==> src/rtl/pipe_reg_slice.sv <==
// pipe_reg_slice: fully registered 2-entry valid/ready pipeline slice.
// valid_o, d_o, ready_o and count_o all come straight from flops, so both the
// forward (valid/data) and backward (ready) timing paths are cut here.
// The main register drives d_o; the skid register catches the word that was
// already in flight when downstream stalled, which is what allows ready_o to
// be registered while still sustaining one transfer per cycle.
module pipe_reg_slice #(
  parameter int DATA_LEN = 32
) (
  input  logic                clk,
  input  logic                rst_n,
  input  logic                flush_i,
  input  logic [DATA_LEN-1:0] d_i,
  input  logic                valid_i,
  output logic                ready_o,
  output logic [DATA_LEN-1:0] d_o,
  output logic                valid_o,
  input  logic                ready_i,
  output logic [1:0]          count_o
);

  typedef enum logic [1:0] {
    S_EMPTY = 2'd0,
    S_HALF  = 2'd1,
    S_FULL  = 2'd2
  } state_t;

  state_t              state;
  logic [DATA_LEN-1:0] skid_q;

  // Handshakes are formed only from registered outputs and raw inputs; nothing
  // here feeds back into ready_o within the same cycle.
  logic xfer_in;
  logic xfer_out;

  assign xfer_in  = valid_i && ready_o;
  assign xfer_out = valid_o && ready_i;

  // Slice control and storage: state, registered flags, main (d_o) and skid data.
  always_ff @(posedge clk or negedge rst_n) begin
    if (!rst_n) begin
      state   <= S_EMPTY;
      valid_o <= 1'b0;
      ready_o <= 1'b1;
      count_o <= 2'd0;
      d_o     <= '0;
      skid_q  <= '0;
    end else if (flush_i) begin
      // Any outgoing transfer this cycle has already completed downstream; the
      // incoming word is dropped. Data registers are left as they are.
      state   <= S_EMPTY;
      valid_o <= 1'b0;
      ready_o <= 1'b1;
      count_o <= 2'd0;
    end else begin
      unique case (state)
        S_EMPTY: begin
          if (xfer_in) begin
            d_o     <= d_i;
            state   <= S_HALF;
            valid_o <= 1'b1;
            ready_o <= 1'b1;
            count_o <= 2'd1;
          end
        end
        S_HALF: begin
          if (xfer_in && xfer_out) begin
            // Pass-through: the new word replaces the departing one.
            d_o <= d_i;
          end else if (xfer_in) begin
            // Downstream stalled; park the new word behind the main one.
            skid_q  <= d_i;
            state   <= S_FULL;
            ready_o <= 1'b0;
            count_o <= 2'd2;
          end else if (xfer_out) begin
            state   <= S_EMPTY;
            valid_o <= 1'b0;
            count_o <= 2'd0;
          end
        end
        S_FULL: begin
          // Upstream is held off; only a drain moves state.
          if (xfer_out) begin
            d_o     <= skid_q;
            state   <= S_HALF;
            ready_o <= 1'b1;
            count_o <= 2'd1;
          end
        end
        default: begin
          state   <= S_EMPTY;
          valid_o <= 1'b0;
          ready_o <= 1'b1;
          count_o <= 2'd0;
        end
      endcase
    end
  end

endmodule
==> config.mk <==
export PLATFORM = sky130hd
export DESIGN_NAME = pipe_reg_slice
export DESIGN_NICKNAME = d
export VERILOG_FILES = /design/src/rtl/pipe_reg_slice.sv
export SDC_FILE = /design/constraint.sdc
export NUM_CORES = 1
export LEC_CHECK = 0
export BUFFER_PORTS_ARGS = -buffer_cell sky130_fd_sc_hd__buf_4
export CORE_MARGIN = 4
export CORE_UTILIZATION = 50
export DETAILED_ROUTE_END_ITERATION = 16
export PLACE_DENSITY = 0.81
export SETUP_SLACK_MARGIN = 0.4
export SLEW_MARGIN = 20
export SYNTH_ARGS = -nofsm -noshare
export SYNTH_HDL_FRONTEND = slang
export SYNTH_SLANG_ARGS = --single-unit
==> constraint.sdc <==
create_clock -name clk -period 2.65 [get_ports clk]
set_input_delay 0.3975 -clock clk [delete_from_list [all_inputs] [get_ports clk]]
set_output_delay 0.3975 -clock clk [all_outputs]
set_load 0.01 [all_outputs]
Word-level counts from Yosys, hierarchy flattened
Index checks and enable logic that the tools add are counted.

Equal/unequal tests: 13. Muxes and demuxes: 22. Bitwise gates (word level): 2. Reduce and logical (&&, ||, !) cells: 10.

Operator list (count): 32-bit 2-to-1 mux (3); 32-bit case mux with 3 select lines (1); 3-bit != test, second input constant (6); 2-bit 2-to-1 mux (6); 4-bit AND reduction (3); 5-bit AND reduction (2); 1-bit 2-to-1 mux (9); 2-bit != test, second input constant (4); 1-bit case mux with 3 select lines (2); 2-bit case mux with 3 select lines (1); 4-bit != test, second input constant (1); 1-bit logical AND (3); 3-bit nonzero test (1); 2-bit by 1-bit == test with 1-bit output, second input constant (1); 2-bit == test, second input constant (1); 2-bit zero test (1); 1-bit inverter (2).

Bits in registers: 68. Output and inout port bits: 36. Word-level logic and storage cells: 52.

Logic depth before layout (Yosys ltp)
Depth after elaboration: 6. Gate-level depth with buffers: 5. Depth with buffers taken out: 4.

Worst setup path before layout
OpenSTA, ideal clock, no wires.

Path type: register to register. Start point: register state[0]. End point: register skid_q[0]. Library setup time: 125 ps. Data arrival time: 1366 ps. Setup slack: 1159 ps. Cell stages (with the launch flop): 5. Buffers on the path: 1. Clock period less this slack: 1491 ps. Path through: dfrtp_1 -> a21boi_4 -> nand4_4 -> buf_6 -> mux2_4.

Cells in the longest elaborated chain, start to end: 2.

Ends and longest elaborated chain: start, declared (line 28) `state_t state;`; start signal, assigned (line 42) `state <= S_EMPTY;`; start signal, assigned (line 51) `state <= S_EMPTY;`; start signal, assigned (line 60) `state <= S_HALF;`; 2-bit by 1-bit == test with 1-bit output (line 56) `unique case (state)`; 4-bit AND reduction (no source line); end signal, assigned (line 72) `skid_q <= d_i;`; end, declared (line 29) `logic [DATA_LEN-1:0] skid_q;`.

Every way passes these cells. A chain may end at the register's enable or synchronous reset.

Worst setup path in the final report
Start point: register state[0]. End point: register skid_q[5].

The elaborated chain is that of the path after synthesis.

==> summary.md <==
| Metric | Value |
|---|---|
| Chip width | about 86 µm |
| Setup Crit Path Kind | register to register |
| I/O pins | 73 |
| Post-layout util | approximately 65% |
| Psw | about 1.3 mW |
| Register area share after synthesis | 55.4% |
| CTS Hold Bufs | 0 |
| Routed Antenna Nets | 0 |
| Routability congestion estimate | between 0.7 and 0.8 |
| Die Footprint | between 7000 and 8000 µm² |
| DRC | 0 |
| Commonest non-fill, non-tap cell in the layout | buf_4 |
| YS warnings | 0 |
| Initial antenna violation count | 0 |
| Largest net degree at the start of global routing | 69 |
| Final WL | 6.09 mm |
| CTS clk-pin slew, worst paths | roughly 0.08 ns |
| Via density | ~5.2 |
| Internal | approximately 2.8 mW |
| Gr usage total | roughly 18% |
| Peak Freq | ~0.5 GHz |
| Placed cells | approximately 370 |
| RSZ-0062 raised after global routing | false |
| # H-tree levels | 3 |
| Reg2Reg Setup Slack | 0.68 ns |
| Nets | around 340 |
| HPWL after detailed placement | 4.15 mm |
| Leakage | roughly 1.8 nW |
| Slew Viols, Final | 0 |
| Worst endpoint required time | around 2.9 ns |
| Post CTS Setup Buffer Count | 0 |
| Final Critical Period | roughly 2 ns |
| Combinational Power Share | 34.8% |
| Final Hold Viols | 0 |
| Average size of a mapped cell | roughly 13 µm² |
| HP Class | primary input to async pin |
| Initial core utilization | about half |
| Top-area cell type share of the netlist area | between 50 and 60% |
| Seq cells post-synth | 68 |
| Switching share of power | 30.7% |
| R2R Path End | skid_q[5] |
| Core footprint | approximately 6000 µm² |
| Clock Skew | 0.0101 ns |
| Layout cells sized above 1 | ~41% |
| Crit start category | register |
| DR pass1 iterations | 4 |
| Layout area overhead | 25.7% |
| Worst vdd ir | between 0.5 and 0.6 mV |
| Worst slew pin tran | roughly 0.85 ns |
| DR vias | slightly above 2000 |
| Number of flops mapped to enable cells by yosys | 0 |
| Part of the power in registers | approximately 45% |
| Synth top area cells | dfrtp_1 (55%), mux2_4 (15%), mux2i_1 (10%) |
| PwrDens | approximately 1100 nW/µm² |
| Post-synth ARST share | 100% |
| Final non-filler cell total | 387 |
| Worst-skew pair later-pin latency | around 0.33 ns |
| Power share of the clock group | roughly 21% |
| Vias in the first global route | 2241 |
| PortBufs | 72 |
| CTS Buf Count | 9 |
| CTS tree | done |
| Crit path arrival time | between 2 and 2.5 ns |
| Top_reg_cell synth | dfrtp_1 |
| Status | finished clean |
| Worst setup EP type | register |
| First-pass GRT wire length | approximately 10 mm |
| Max Cap Viol | 0 |
| Commonest cells after routing, fill and taps aside | buf_4 (74), dfrtp_1 (67), nor2_1 (36), a21oi_1 (36), mux2i_1 (32) |
| Crit path max fanout | 18 |
| Largest area contributor in the netlist | dfrtp_1 |
| Rel. slew slack | a little over two fifths |
| Syn nets | 270 |
| Post-cts resize count | 0 |
| Die height | 86.4 µm |
| Inserted Diodes | 0 |
| Worst r2r src | state[0] |
| DRT iter0 DRCs | 86 |
| # clock sinks | between 60 and 70 |
| Aggregate global routing overflow | 0 |
| Root buffer cell | clkbuf_8 |
| Gate Count Post-Synth | between 200 and 250 |
| Final Cycle Share | 74.3% |
| Setup TNS | 0 ns |
| Area of the mapped netlist | a little over 3000 µm² |
| # setup viols final | 0 |
| Row count | 28 |
| Max Root-Sink Buffers | 2 |
| Wirelength per Cell | ~16 µm |
| R2R cell count | 4 |
| Synth cell types | 24 |
==> kinds of logic (layout without fill, tap and decap cells) <==
| logic type | Yosys count | in the layout | share of synthesized area [%] |
|---|---|---|---|
| DFF | 68 | 68 | 55.4 |
| muxes | 64 | 64 | 25.8 |
| AOI/OAI and AO/OA | 43 | 43 | 8.35 |
| and+or+nand+nor | 43 | 43 | 6.48 |
| buffers and inverters | 14 | 93 | 3.62 |
| xor gates and xnor gates | 1 | 1 | 0.285 |
==> per-stage QoR <==
| step | power, mW | setup WS, ns | hold WS [ns] | area (µm²) |
|---|---|---|---|---|
| finish | 4.11 | 0.681 | 0.147 | 3860 |
| global route | 4.39 | 0.579 | 0.214 | 3860 |
| CTS | 4.16 | 0.674 | 0.193 | 3860 |
| detailed placement | 3.29 | 0.679 | 0.494 | 3660 |
| global placement | 3.23 | 0.769 | 0.491 | 3660 |
| floorplan | 2.67 | 1.16 | 0.102 | 3070 |
==> Yosys cell counts (2+ instances only) <==
master     n
nor2b_1    2
dfrtp_1   67
buf_2      5
mux2_4    30
buf_6      6
buf_4      2
a21oi_1   36
mux2_2     2
o21bai_1   2
nor2_1    36
mux2i_1   32
==> area by class of cell <==
cell class | instances | area [µm²]
Inverter | 1 | 3.75
Clock buffer | 10 | 138
Fill cell | 475 | 2090
Timing Repair Buffer | 76 | 596
Sequential cell | 68 | 1700
Tap cell | 75 | 93.8
Multi-Input combinational cell | 151 | 1260
Clock inverter | 6 | 63.8
==> routing by layer <==
metal  track usage [%]  routed length (µm)  vias up
met2              27.5                2970       57
met5                 0                   0        -
met4              8.78                 104        0
met1              24.1                2760      992
li1                  -                   -      969
met3              3.14                 260       10
==> power groups by stage <==
stage | clock, mW | combinational, mW | sequential [mW]
floorplan | 0 | 0.762 | 1.90
global placement | 0 | 1.40 | 1.83
detailed placement | 0 | 1.45 | 1.84
CTS | 0.872 | 1.45 | 1.84
global route | 0.919 | 1.57 | 1.90
finish | 0.845 | 1.43 | 1.84
==> worst max path at each step <==
stage / to / from / slack [ns]
after floorplan: skid_q[0] / state[0] / 1.16
after global placement: skid_q[4] / flush_i / 0.77
after detailed placement: skid_q[21] / state[0] / 0.68
after CTS: skid_q[5] / state[0] / 0.67
after global routing: skid_q[4] / state[0] / 0.58
final: skid_q[5] / state[0] / 0.68
==> sequential cells by signal (all words and copies together), names as in the netlist <==
signal / flops
d_o: 32
ready_o: 1
skid_q: 32
state: 2
valid_o: 1
==> worst max-delay path: stages (launching register included) <==
cell      delay [ns]
dfrtp_1         0.50
a21boi_4        0.33
nand4_4         0.39
buf_12          0.32
mux2_4          0.30
Note: power is estimated with default switching activity, not from simulation.
